[config.mk]
export PLATFORM = sky130hd
export DESIGN_NAME = store_byte_serializer_flat
export DESIGN_NICKNAME = d
export VERILOG_FILES = /design/src/rtl/store_byte_serializer_if.sv /design/src/rtl/store_byte_serializer.sv /design/src/flat_wrapper.sv
export SDC_FILE = /design/constraint.sdc
export NUM_CORES = 1
export LEC_CHECK = 0
export ABC_AREA = 1
export CELL_PAD_IN_SITES_DETAIL_PLACEMENT = 2
export CELL_PAD_IN_SITES_GLOBAL_PLACEMENT = 2
export CORE_ASPECT_RATIO = 1.1
export CORE_MARGIN = 2
export CORE_UTILIZATION = 31
export CTS_CLUSTER_SIZE = 10
export DETAILED_ROUTE_END_ITERATION = 6
export DONT_BUFFER_PORTS = 1
export GPL_TIMING_DRIVEN = 0
export PLACE_DENSITY = 0.71
export SLEW_MARGIN = 20
export SYNTH_ARGS = -nofsm -noshare
export SYNTH_HDL_FRONTEND = slang
export SYNTH_SLANG_ARGS = --single-unit
export TNS_END_PERCENT = 30
[constraint.sdc]
create_clock -name clk -period 3.5 [get_ports clk]
set_input_delay 0.7 -clock clk [delete_from_list [all_inputs] [get_ports clk]]
set_output_delay 0.7 -clock clk [all_outputs]
set_load 0.02 [all_outputs]
[src/rtl/store_byte_serializer_if.sv]
// Handshake bundle between the core-side store request, the serializer and
// the byte-wide data-memory/peripheral bus.
//   start/funct3/addr/wdata : store request from the execute stage
//   busy/done/err           : status back to the core
//   mem_addr/mem_wdata/mem_we/mem_ack : byte-wide write bus
// modport master : the core plus the memory (request and ack side)
// modport slave  : the serializer
interface store_byte_serializer_if #(
  parameter int ADDR_W = 32
);
  logic              start;
  logic [2:0]        funct3;
  logic [ADDR_W-1:0] addr;
  logic [31:0]       wdata;
  logic              busy;
  logic              done;
  logic              err;
  logic [ADDR_W-1:0] mem_addr;
  logic [7:0]        mem_wdata;
  logic              mem_we;
  logic              mem_ack;

  modport master (
    output start, funct3, addr, wdata, mem_ack,
    input  busy, done, err, mem_addr, mem_wdata, mem_we
  );

  modport slave (
    input  start, funct3, addr, wdata, mem_ack,
    output busy, done, err, mem_addr, mem_wdata, mem_we
  );
endinterface

[src/rtl/store_byte_serializer.sv]
// Store byte serializer: narrows a 32-bit register value to byte, half or
// word according to the store funct3 (000 SB, 001 SH, 010 SW) and emits it
// as little-endian byte writes with a valid/ack handshake.
// Ports:
//   clk : rising-edge clock
//   rst : asynchronous active-high reset
//   bus : store_byte_serializer_if.slave (request, status and byte bus)
// Every output is a register, so the bus sees clean Moore outputs; address
// and data hold their last beat values outside SEND.
module store_byte_serializer #(
  parameter int ADDR_W = 32
) (
  input  logic                   clk,
  input  logic                   rst,
  store_byte_serializer_if.slave bus
);

  typedef enum logic [1:0] {IDLE, SEND, FINISH, FAIL} state_t;

  state_t            state, state_n;

  logic [ADDR_W-1:0] addr_p0, addr_n;
  logic [31:0]       data_p0, data_n;
  logic [1:0]        last_p0, last_n;
  logic [1:0]        k_p0, k_n;

  logic              busy_p1, busy_n;
  logic              done_p1, done_n;
  logic              err_p1, err_n;
  logic              we_p1, we_n;
  logic [ADDR_W-1:0] maddr_p1, maddr_n;
  logic [7:0]        mdata_p1, mdata_n;

  logic              legal;
  logic [1:0]        last_req;
  logic [1:0]        k_inc;

  // Request decode: legal store type and natural alignment; last_req is N-1.
  always_comb begin
    legal    = 1'b0;
    last_req = 2'd0;
    case (bus.funct3)
      3'b000: begin legal = 1'b1;                      last_req = 2'd0; end
      3'b001: begin legal = ~bus.addr[0];              last_req = 2'd1; end
      3'b010: begin legal = (bus.addr[1:0] == 2'b00);  last_req = 2'd3; end
      default: begin legal = 1'b0;                     last_req = 2'd0; end
    endcase
  end

  assign k_inc = k_p0 + 2'd1;

  always_comb begin
    state_n = state;
    addr_n  = addr_p0;
    data_n  = data_p0;
    last_n  = last_p0;
    k_n     = k_p0;
    busy_n  = 1'b0;
    done_n  = 1'b0;
    err_n   = 1'b0;
    we_n    = 1'b0;
    maddr_n = maddr_p1;
    mdata_n = mdata_p1;
    case (state)
      IDLE: begin
        if (bus.start) begin
          if (legal) begin
            state_n = SEND;
            addr_n  = bus.addr;
            data_n  = bus.wdata;
            last_n  = last_req;
            k_n     = 2'd0;
            busy_n  = 1'b1;
            we_n    = 1'b1;
            maddr_n = bus.addr;
            mdata_n = bus.wdata[7:0];
          end else begin
            state_n = FAIL;
            err_n   = 1'b1;
          end
        end
      end
      SEND: begin
        busy_n = 1'b1;
        we_n   = 1'b1;
        if (bus.mem_ack) begin
          if (k_p0 == last_p0) begin
            state_n = FINISH;
            busy_n  = 1'b0;
            we_n    = 1'b0;
            done_n  = 1'b1;
          end else begin
            // Next beat: address wraps naturally modulo 2^ADDR_W.
            k_n     = k_inc;
            maddr_n = addr_p0 + ADDR_W'(k_inc);
            mdata_n = data_p0[{k_inc, 3'b000} +: 8];
          end
        end
      end
      FINISH:  state_n = IDLE;
      FAIL:    state_n = IDLE;
      default: state_n = IDLE;
    endcase
  end

  // Stage p0: latched request and beat index; stage p1: registered outputs.
  always_ff @(posedge clk or posedge rst) begin
    if (rst) begin
      state    <= IDLE;
      addr_p0  <= '0;
      data_p0  <= '0;
      last_p0  <= '0;
      k_p0     <= '0;
      busy_p1  <= 1'b0;
      done_p1  <= 1'b0;
      err_p1   <= 1'b0;
      we_p1    <= 1'b0;
      maddr_p1 <= '0;
      mdata_p1 <= '0;
    end else begin
      state    <= state_n;
      addr_p0  <= addr_n;
      data_p0  <= data_n;
      last_p0  <= last_n;
      k_p0     <= k_n;
      busy_p1  <= busy_n;
      done_p1  <= done_n;
      err_p1   <= err_n;
      we_p1    <= we_n;
      maddr_p1 <= maddr_n;
      mdata_p1 <= mdata_n;
    end
  end

  assign bus.busy      = busy_p1;
  assign bus.done      = done_p1;
  assign bus.err       = err_p1;
  assign bus.mem_we    = we_p1;
  assign bus.mem_addr  = maddr_p1;
  assign bus.mem_wdata = mdata_p1;

endmodule

[src/flat_wrapper.sv]
// flat-port wrapper written by rule: the top's interface ports become plain ports
module store_byte_serializer_flat 
#(
  parameter int ADDR_W = 32
)
  (clk, rst, bus_start, bus_funct3, bus_addr, bus_wdata, bus_mem_ack, bus_busy, bus_done, bus_err, bus_mem_addr, bus_mem_wdata, bus_mem_we);
  store_byte_serializer_if #(.ADDR_W(ADDR_W)) bus_i ();
  input  logic clk;
  input  logic rst;
  input wire logic [$bits(bus_i.start)-1:0] bus_start;
  input wire logic [$bits(bus_i.funct3)-1:0] bus_funct3;
  input wire logic [$bits(bus_i.addr)-1:0] bus_addr;
  input wire logic [$bits(bus_i.wdata)-1:0] bus_wdata;
  input wire logic [$bits(bus_i.mem_ack)-1:0] bus_mem_ack;
  output wire logic [$bits(bus_i.busy)-1:0] bus_busy;
  output wire logic [$bits(bus_i.done)-1:0] bus_done;
  output wire logic [$bits(bus_i.err)-1:0] bus_err;
  output wire logic [$bits(bus_i.mem_addr)-1:0] bus_mem_addr;
  output wire logic [$bits(bus_i.mem_wdata)-1:0] bus_mem_wdata;
  output wire logic [$bits(bus_i.mem_we)-1:0] bus_mem_we;
  assign bus_i.start = bus_start;
  assign bus_i.funct3 = bus_funct3;
  assign bus_i.addr = bus_addr;
  assign bus_i.wdata = bus_wdata;
  assign bus_i.mem_ack = bus_mem_ack;
  assign bus_busy = bus_i.busy;
  assign bus_done = bus_i.done;
  assign bus_err = bus_i.err;
  assign bus_mem_addr = bus_i.mem_addr;
  assign bus_mem_wdata = bus_i.mem_wdata;
  assign bus_mem_we = bus_i.mem_we;
  store_byte_serializer #(.ADDR_W(ADDR_W)) u_core (.clk(clk), .rst(rst), .bus(bus_i));
endmodule
==> results.cfg, run 1 <==
[pwr]
p_per_area_nw_per_um2 = 996
ir_drop_v = 0.000350
p_leak_uw = 0.00347

[cts]
cts_buffer_depth = 2
clkSinkCount = 113
cts_tree = yes
clock-root-buffer = clkbuf_16
clk_latency_ps = 430
cts_resized = 0
htree_levels = 4
cts_buffers = 17
path_clk_slew_ps = 60
hold_buffers = 0
cts_setup_buffers = 0

[global_routing]
grt_max_degree = 32
antenna_found_initial = 0
grt_use_total_pct = 23.5
grt_pass1_vias = 6718
grt_pass1_wl_um = 36400
grt.overflow.total = 0

[sta]
rsz0062_at_grt = false
fin_setup_tns_ps = 0
max_slew_margin_pct = 54.3
clock.fmax_mhz = 356
worst_slew_pin_slew_ps = 685
clock_skew_ps = 14.2
slew_violations = 0
setup-violations-final = 0
fin_crit_ps = 2810
period_share_pct = 80.4
hold_viol_final = 0

[place]
gp_congestion = 0.845
dpl.hpwl_um = 17600
port_buffers = 0
dpl_cell_area_um2 = 6390

[floorplanning]
die-area_um2 = 20400
fp.coreArea_um2 = 19000
initial_utilization_pct = 31.5
rows = 53
ioPinCount = 115
dieWidth_um = 137
die_h_um = 150

[final_layout]
layout-drive-gt1-share_pct = 7.74
nFillCells = 2268
multi_input_area_um2 = 2820
num_antenna_cells = 0
mostFrequentLayoutCell = nand2_1
regArea_um2 = 2830
fin_area_um2 = 6990
fin_util_pct = 36.7
area_delta_synth_final_pct = 16.7
nets = 965
final_cell_mix = nand2_1 (459), dfrtp_1 (113), nor2_1 (101)

[detailed_routing]
drc_errors = 0
wire_per_inst_um = 19.7
firstDrtPassIters = 4
drt.antenna.violating_nets = 0
finalWirelength_um = 22700
vias = 5801
vias_per_cell = 5.04
drt-initial-drc-count = 195

[setup_path]
arrival_ps = 3130
worstSetupPathType = flip-flop to flip-flop
cp-end-kind = flip-flop
cp_max_fo = 9
cp-start-kind = flip-flop
rrSetupSlack_ps = 690
required_ps = 3810

[yosys]
yosysWarnings = 0
ys_seq_area_share_pct = 47.2
yosysUniqueCellTypes = 25
synthCells = 868
synth_area_um2 = 5990
ys_seq_elements = 113
synth_fp_nets = 942
avgSynthCellArea_um2 = 6.90

[run_status]
outcome = completed

[worst_hold_path]
min_path_type = input port to asynchronous set/reset pin

[run]
cap_violations = 0
[worst paths after layout]
| path | from | end | cells after the start |
|---|---|---|---|
| max in group asynchronous | rst | u_core.bus.mem_addr[13] | 4 |
| worst min register to register | u_core.data_p0[30] | u_core.data_p0[30] | 2 |
| worst max-delay path | u_core.k_p0[1] | u_core.bus.mem_addr[10] | 14 |
| worst max register to register | u_core.k_p0[1] | u_core.bus.mem_addr[10] | 14 |
| min in group clk | bus_wdata[14] | u_core.data_p0[14] | 2 |
| worst min-delay path | rst | u_core.state[1] | 1 |
[cell type report]
class | instances | area share (%)
clock inverters | 15 | 2.47
repair buffers | 4 | 1.25
well taps | 247 | 4.42
multi-input cells | 679 | 40.3
clock buffers | 17 | 6.09
flip-flops and latches | 113 | 40.5
plain buffers | 34 | 2.65
inverters | 42 | 2.31
[registers in the layout, indices dropped and copies added, names as in the netlist]
signal and count:
u_core.k_p0 2, u_core.bus.done 1, u_core.data_p0 32, u_core.state 2
u_core.bus.mem_addr 32, u_core.bus.mem_wdata 8, u_core.last_p0 2, u_core.bus.err 1
u_core.addr_p0 32, u_core.bus.mem_we 1
[routing by layer]
layer	wire (µm)	up-vias	GRT usage [%]	share of wire [%]
met2	12700	85	45.1	56
met3	755	22	4.78	3.3
met4	312	0	6.25	1.4
li1	-	2737	-	-
met5	0	-	0	0
met1	8870	2957	25.9	39
[cells in the mapped netlist]
library cell,count,share of area [%]
a31oi_1,7,0.73
buf_4,6,0.75
buf_2,16,1.3
xnor2_1,2,0.29
dfrtp_1,113,47
o21ai_0,27,2.3
nor2_2,2,0.21
buf_6,2,0.38
fa_1,1,0.33
nand3_4,1,0.29
nand3b_1,11,1.4
a21oi_1,7,0.58
nor2_4,1,0.19
ha_1,2,0.42
o21bai_1,5,0.63
o22ai_1,6,0.63
nor2_1,101,6.3
nand2_1,459,29
clkbuf_1,10,0.63
nand3_1,39,3.3
inv_2,5,0.31
o21ai_1,5,0.42
nand4_1,2,0.21
inv_1,37,2.3
o211ai_1,1,0.13
[report_power, final]
group          switching (µW)  internal (µW)  leakage [µW]
logic                    1580            788       0.00176
clock network             731           1070      0.000289
registers                 847           1950       0.00141
[critical path, cell delays in order, from the launching register on]
cell and delay, ps:
dfrtp_1 360, buf_2 180, nand2_1 100, inv_2 100, nor2_2 310, fa_1 310
nand3_1 210, inv_2 200, nand2_1 180, nor2_1 300, nand2_1 90, nand3_1 70
o21ai_0 140, nand2_1 110, nand2_1 50
[stage by stage]
| step | setup slack (ps) | total power (µW) | std cells | hold slack, ps |
|---|---|---|---|---|
| global placement | 698 | 5010 | 1115 | 462 |
| floorplan | 1430 | 4280 | 868 | 449 |
| detailed placement | 668 | 5210 | 1119 | 473 |
| CTS | 631 | 7070 | 1151 | 65.7 |
| global route | 495 | 7490 | 1151 | 66.9 |
| finish | 688 | 6960 | 1151 | 74.6 |
[cell families after synthesis]
logic type | after synthesis | synth area share [%]
xor+xnor | 2 | 0.293
buf+inv | 76 | 5.73
compound gates | 58 | 5.37
flops | 113 | 47.2
fa+ha+maj | 3 | 0.752
simple gates | 616 | 40.6
Power figures use the tool's default switching activity.
==> run 2, diff against run 1 <==
--- a/config.mk
+++ b/config.mk
@@ -10,12 +10,12 @@
 export CELL_PAD_IN_SITES_GLOBAL_PLACEMENT = 2
 export CORE_ASPECT_RATIO = 1.1
 export CORE_MARGIN = 2
-export CORE_UTILIZATION = 31
+export CORE_UTILIZATION = 35
 export CTS_CLUSTER_SIZE = 10
 export DETAILED_ROUTE_END_ITERATION = 6
 export DONT_BUFFER_PORTS = 1
 export GPL_TIMING_DRIVEN = 0
-export PLACE_DENSITY = 0.71
+export PLACE_DENSITY = 0.76
 export SLEW_MARGIN = 20
 export SYNTH_ARGS = -nofsm -noshare
 export SYNTH_HDL_FRONTEND = slang
==> constraint.sdc (replaced) <==
create_clock -name clk -period 2.7 [get_ports clk]
set_input_delay 0.54 -clock clk [delete_from_list [all_inputs] [get_ports clk]]
set_output_delay 0.54 -clock clk [all_outputs]
set_load 0.02 [all_outputs]
==> run 2 against run 1 <==
Against the previous run: via count up 0.98%; die area down 11%; count of clock-buffer cells in the layout up 1; sequential share of layout area down 0.41 points; critical path depth unchanged; final cell count down 3.1%.
==> results.cfg, run 2 (synthesis gave the netlist of run 1 again) <==
[detailed_routing]
firstDrtPassIters = 4
wire_per_inst_um = 21.0
vias = 5858
drc_errors = 0
vias_per_cell = 5.25
finalWirelength_um = 23500
drt-initial-drc-count = 211
drt.antenna.violating_nets = 0

[pwr]
power_frac_seq_pct = 38.6
ir_drop_v = 0.000530
clkPwrFrac_pct = 27.5
p_leak_uw = 0.00351
p_per_area_nw_per_um2 = 1330
p_switching_uw = 4130
p_comb_share_pct = 33.8
p_sw_share_pct = 44.0
power.internal_uw = 5260
power_uw = 9380

[sta]
clock.fmax_mhz = 400
rsz0062_at_grt = false
hold_viol_final = 0
setup-violations-final = 0
fin_crit_ps = 2500
max_slew_margin_pct = 55.5
clock_skew_ps = 8.29
slew_violations = 0
whs_ps = 223
period_share_pct = 92.7
worst_slew_pin_slew_ps = 667
worst_slack_ps = 197

[cts]
cts_buffers = 17
clkSinkCount = 113
clk_latency_ps = 430
cts_tree = yes
path_clk_slew_ps = 60
htree_levels = 4
clock-root-buffer = clkbuf_16
cts_buffer_depth = 2

[worst_hold_path]
min_path_type = input port to flip-flop
hold_path_startpoint = bus_wdata[10]
min_delay_path_depth = 2
hold_path_end = u_core.data_p0[10]

[setup_path]
cp-end-kind = flip-flop
cp_max_fo = 9
rrSetupSlack_ps = 200
ff2ff_path_depth = 14
worstSetupPathType = flip-flop to flip-flop
r2r_start = u_core.k_p0[1]
arrival_ps = 2810
required_ps = 3010
cp-start-kind = flip-flop
r2r_end = u_core.bus.mem_addr[10]

[run]
cap_violations = 0

[final_layout]
num_antenna_cells = 0
fin_util_pct = 41.8
final_cell_mix = nand2_1 (457), dfrtp_1 (113), nor2_1 (98)
area_delta_synth_final_pct = 17.9
layout-drive-gt1-share_pct = 8.71
mostFrequentLayoutCell = nand2_1
nets = 968

[floorplanning]
rows = 50
ioPinCount = 115
die-area_um2 = 18200
initial_utilization_pct = 35.5
fp.coreArea_um2 = 16900
dieWidth_um = 129
die_h_um = 141

[global_routing]
grt.overflow.total = 0
grt_pass1_vias = 6791
grt_pass1_wl_um = 37700
antenna_found_initial = 0
grt_use_total_pct = 27.6
grt_max_degree = 33

[place]
gp_congestion = 0.872
dpl.hpwl_um = 17800
port_buffers = 0
place_ws_ps = -355

[run_status]
outcome = completed
[run 2: cell count changes in the layout (fill, tap and decap cells not counted), sizes merged]
cell / before / now
buf: 28 / 30
bufinv: 2 / 5
clkbuf: 27 / 28
clkinv: 4 / 3
clkinvlp: 3 / 2
dlygate4sd3: 0 / 1
inv: 48 / 46
[run 2: what timing repair did]
action                                 in CTS  in global routing
buffers inserted                            0                  2
resized for setup                           8                  4
pin swaps                                   0                  1
endpoints found under the hold margin       4                  0
setup endpoints to repair                  13                 14
hold buffers                                1                  0
[run 2: worst max-delay path, stage by stage (launching register included)]
cell and delay [ps]:
dfrtp_1 360, buf_2 190, nand2_1 130, inv_4 90
nor2_4 180, fa_1 280, nand3_2 200, inv_4 160
nand2_2 150, nor2_4 170, nand2_1 70, nand3_1 70
o21ai_0 160, nand2_1 110, nand2_1 60
[run 2: area by class of cell]
type | instances | area [µm²]
fill | 1971 | 9830
multi-input combinational | 679 | 2850
sequential | 113 | 2830
clock buffer | 18 | 439
tap | 208 | 260
clock inverter | 14 | 224
buffer | 34 | 185
inverter | 42 | 166
timing repair buffer | 7 | 105
[run 2: power groups by stage]
| stage | Combinational (µW) | Clock (µW) | Sequential, µW |
|---|---|---|---|
| floorplan | 2180 | 0 | 3370 |
| global placement | 2910 | 0 | 3580 |
| detailed placement | 3110 | 0 | 3630 |
| CTS | 3200 | 2630 | 3630 |
| global route | 3670 | 2690 | 3740 |
| finish | 3170 | 2580 | 3630 |
[run 2: routing by layer]
metal | GRT usage [%] | part of all wire [%] | up-vias
met3 | 5.39 | 3.3 | 43
li1 | - | - | 2746
met5 | 0 | 0 | -
met1 | 30.6 | 40 | 2962
met4 | 11.5 | 3.4 | 0
met2 | 51.0 | 54 | 107
[run 2: worst max-delay path by stage]
stage                   startpoint                       to  slack (ps)  cells after the start
finish              u_core.k_p0[1]  u_core.bus.mem_addr[10]         200                     14
global route        u_core.k_p0[1]   u_core.bus.mem_addr[8]          20                     12
CTS                 u_core.k_p0[1]  u_core.bus.mem_addr[10]          70                     14
detailed placement  u_core.k_p0[1]  u_core.bus.mem_addr[10]        -350                     14
global placement    u_core.k_p0[1]  u_core.bus.mem_addr[10]        -240                     14
floorplan           u_core.k_p0[1]  u_core.bus.mem_addr[26]         630                     12
[run 2: through the flow]
stage	cells	TNS (ps)	cell area (µm²)
after detailed placement	1080	-1140	6330
after floorplan	868	0	5990
after global placement	1076	-570	6250
after global routing	1115	0	7060
after CTS	1113	0	7040
final	1115	0	7060
==> run 3, diff against run 2 <==
--- a/config.mk
+++ b/config.mk
@@ -5,17 +5,16 @@
 export SDC_FILE = /design/constraint.sdc
 export NUM_CORES = 1
 export LEC_CHECK = 0
-export ABC_AREA = 1
 export CELL_PAD_IN_SITES_DETAIL_PLACEMENT = 2
 export CELL_PAD_IN_SITES_GLOBAL_PLACEMENT = 2
 export CORE_ASPECT_RATIO = 1.1
 export CORE_MARGIN = 2
-export CORE_UTILIZATION = 35
+export CORE_UTILIZATION = 38
 export CTS_CLUSTER_SIZE = 10
 export DETAILED_ROUTE_END_ITERATION = 6
 export DONT_BUFFER_PORTS = 1
 export GPL_TIMING_DRIVEN = 0
-export PLACE_DENSITY = 0.76
+export PLACE_DENSITY = 0.74
 export SLEW_MARGIN = 20
 export SYNTH_ARGS = -nofsm -noshare
 export SYNTH_HDL_FRONTEND = slang
==> run 3 against run 2 <==
Against the previous run: setup slack worse by 60 ps; global-route usage down 1.9 points; worst hold slack worse by 150 ps; critical path type unchanged; synthesized area shrank 7.9%; sequential power fell by 2%; flip-flop and latch count stayed put; non-clock buffer count decreased by 3; wire length fell by 20%; via count down 23%.
==> results.cfg, run 3 <==
[sta]
worst_slew_pin_slew_ps = 931
whs_ps = 75.9
clock.fmax_mhz = 390
slew_violations = 0
fin_crit_ps = 2560
hold_viol_final = 0
period_share_pct = 94.9
rsz0062_at_grt = true
setup-violations-final = 0
clock_skew_ps = 5.55
max_slew_margin_pct = 37.9

[global_routing]
grtUsageMet1_pct = 30.3
grt_max_degree = 33
grt_use_met2_pct = 44.9
antenna_found_initial = 0
grt_pass1_wl_um = 29900
grt.overflow.total = 0
grtUsageMet3_pct = 7.16
grt_busiest_layer = met2
grt_pass1_vias = 5123
grt_use_total_pct = 25.7

[cts]
cts_buffers = 17
htree_levels = 4
path_clk_slew_ps = 60
clkSinkCount = 113
clock-root-buffer = clkbuf_16
cts_tree = yes
cts_buffer_depth = 2
hold_buffers = 0
clk_latency_ps = 420

[place]
port_buffers = 0
dpl_cell_area_um2 = 5820
dp.cells = 790
dpl.hpwl_um = 13300
gp_congestion = 0.818

[setup_path]
arrival_ps = 2880
worstSetupPathType = flip-flop to flip-flop
required_ps = 3020
cp-start-kind = flip-flop
cp-end-kind = flip-flop
cp_max_fo = 10

[floorplanning]
initial_utilization_pct = 38.5
ioPinCount = 115
dieWidth_um = 119
die-area_um2 = 15500
rows = 46
die_h_um = 130
fp.coreArea_um2 = 14300

[detailed_routing]
drt.antenna.violating_nets = 0
finalWirelength_um = 18800
drc_errors = 0
vias = 4539
vias_per_cell = 5.50
drt-initial-drc-count = 173
firstDrtPassIters = 4
wire_per_inst_um = 22.8

[pwr]
ir_drop_v = 0.000498
p_leak_uw = 0.00309
p_per_area_nw_per_um2 = 1310
power_uw = 8580

[yosys]
synth_edf_count = 0
yosys-top-cells-count = nand2_1 (234), dfrtp_1 (113), o21ai_0 (31)
yosysWarnings = 0
ys_seq_area_share_pct = 51.3
ys_seq_elements = 113
synth_ff_type = dfrtp_1
synth_top_area_share_pct = 51.3
yosys.area.top_type = dfrtp_1
synthMostInstantiatedCell = nand2_1
avgSynthCellArea_um2 = 9.27
synth_fp_nets = 669
yosysUniqueCellTypes = 50
synth_area_leaders = dfrtp_1 (51%), nand2_1 (16%), mux2i_1 (3.4%)
synthCells = 595
synth_area_um2 = 5520
synth-async-reset-ratio_pct = 100

[worst_hold_path]
min_path_type = input port to asynchronous set/reset pin

[final_layout]
fin_cells = 826
mostFrequentLayoutCell = nand2_1
nets = 694
layout-drive-gt1-share_pct = 12.2
final_cell_mix = nand2_1 (234), dfrtp_1 (113), o21ai_0 (31)
fin_area_um2 = 6560
area_delta_synth_final_pct = 19.0

[run]
cap_violations = 0

[run_status]
outcome = completed
run 3: cell types whose count changed in the layout (fill, tap and decap cells not counted), sizes merged, moves of 9 or more:
cell	change
xor2	+18
nand2	-225
clkbuf	+10
nor2	-91
mux2i	+19
nand4	+9
inv	-43
nand3b	-10
nand3	-26
and3	+10
run 3: through the flow:
stage          worst slack, ps  TNS (ps)  utilization [%]
2_1_floorplan             99.7         0                -
3_3_place_gp              -817    -12070             40.2
3_5_place_dp             -1050    -15710             40.6
4_1_cts                  -7.87     -7.87             45.5
5_1_grt                  -13.3     -20.3             45.8
6_report                   138         0             45.8
run 3: cells by family after synthesis:
logic type               Yosys count  share of synthesized area, %
AND/OR/NAND/NOR                  317                          25.3
flip-flops                       113                          51.3
AO/OA/AOI/OAI                     71                          8.64
buffers and inverters             36                          2.84
XOR/XNOR                          28                          4.45
multiplexers                      27                          6.71
adder cells (fa/ha/maj)            3                         0.816
run 3: layout make-up:
| type | count | area, µm² |
|---|---|---|
| Fill cell | 1516 | 7770 |
| Sequential cell | 113 | 2830 |
| Multi-Input combinational cell | 446 | 2590 |
| Clock buffer | 22 | 484 |
| Tap cell | 192 | 240 |
| Buffer | 32 | 158 |
| Clock inverter | 10 | 155 |
| Timing Repair Buffer | 6 | 82.6 |
| Inverter | 4 | 18.8 |
| Antenna cell | 1 | 2.50 |
run 3: worst max-delay path, cell delays in order (launching register included):
cell      delay, ps
dfrtp_1         350
clkbuf_4        180
clkbuf_8        190
inv_1            80
ha_2            200
fa_2            250
nand4_1         200
nor3_4          170
buf_4           180
nand4_1         150
and3b_1         250
o41ai_2         270
run 3: what timing repair did:
| action | CTS | global route |
|---|---|---|
| pin swaps | 3 | 6 |
| setup endpoints to repair | 29 | 26 |
| setup buffers | 2 | 1 |
| resized for setup | 15 | 4 |
run 3: metal layers:
metal	share of wire (%)	vias to the layer above	wire length (µm)
met2	51	113	9670
met1	41	2328	7760
li1	-	2066	-
met4	1.9	0	361
met5	0	-	0
met3	5.6	32	1060
run 3: worst paths after layout:
kind	from	to	slack (ps)	depth (start not counted)
worst max-delay path	u_core.k_p0[0]	u_core.bus.mem_addr[24]	140	11
worst min register to register	u_core.data_p0[25]	u_core.data_p0[25]	470	2
max in group asynchronous	rst	u_core.data_p0[1]	1590	4
worst max register to register	u_core.k_p0[0]	u_core.bus.mem_addr[24]	140	11
worst min-delay path	rst	u_core.bus.mem_addr[16]	80	1
min in group clk	bus_wdata[30]	u_core.data_p0[30]	220	2
run 3: where the power goes:
group          leakage (µW)  switching [µW]  total (µW)  internal [µW]
registers           0.00143            1060        3560           2500
logic               0.00135            1520        2570           1050
clock network      0.000312             821        2460           1630
total               0.00309            3390        8580           5190
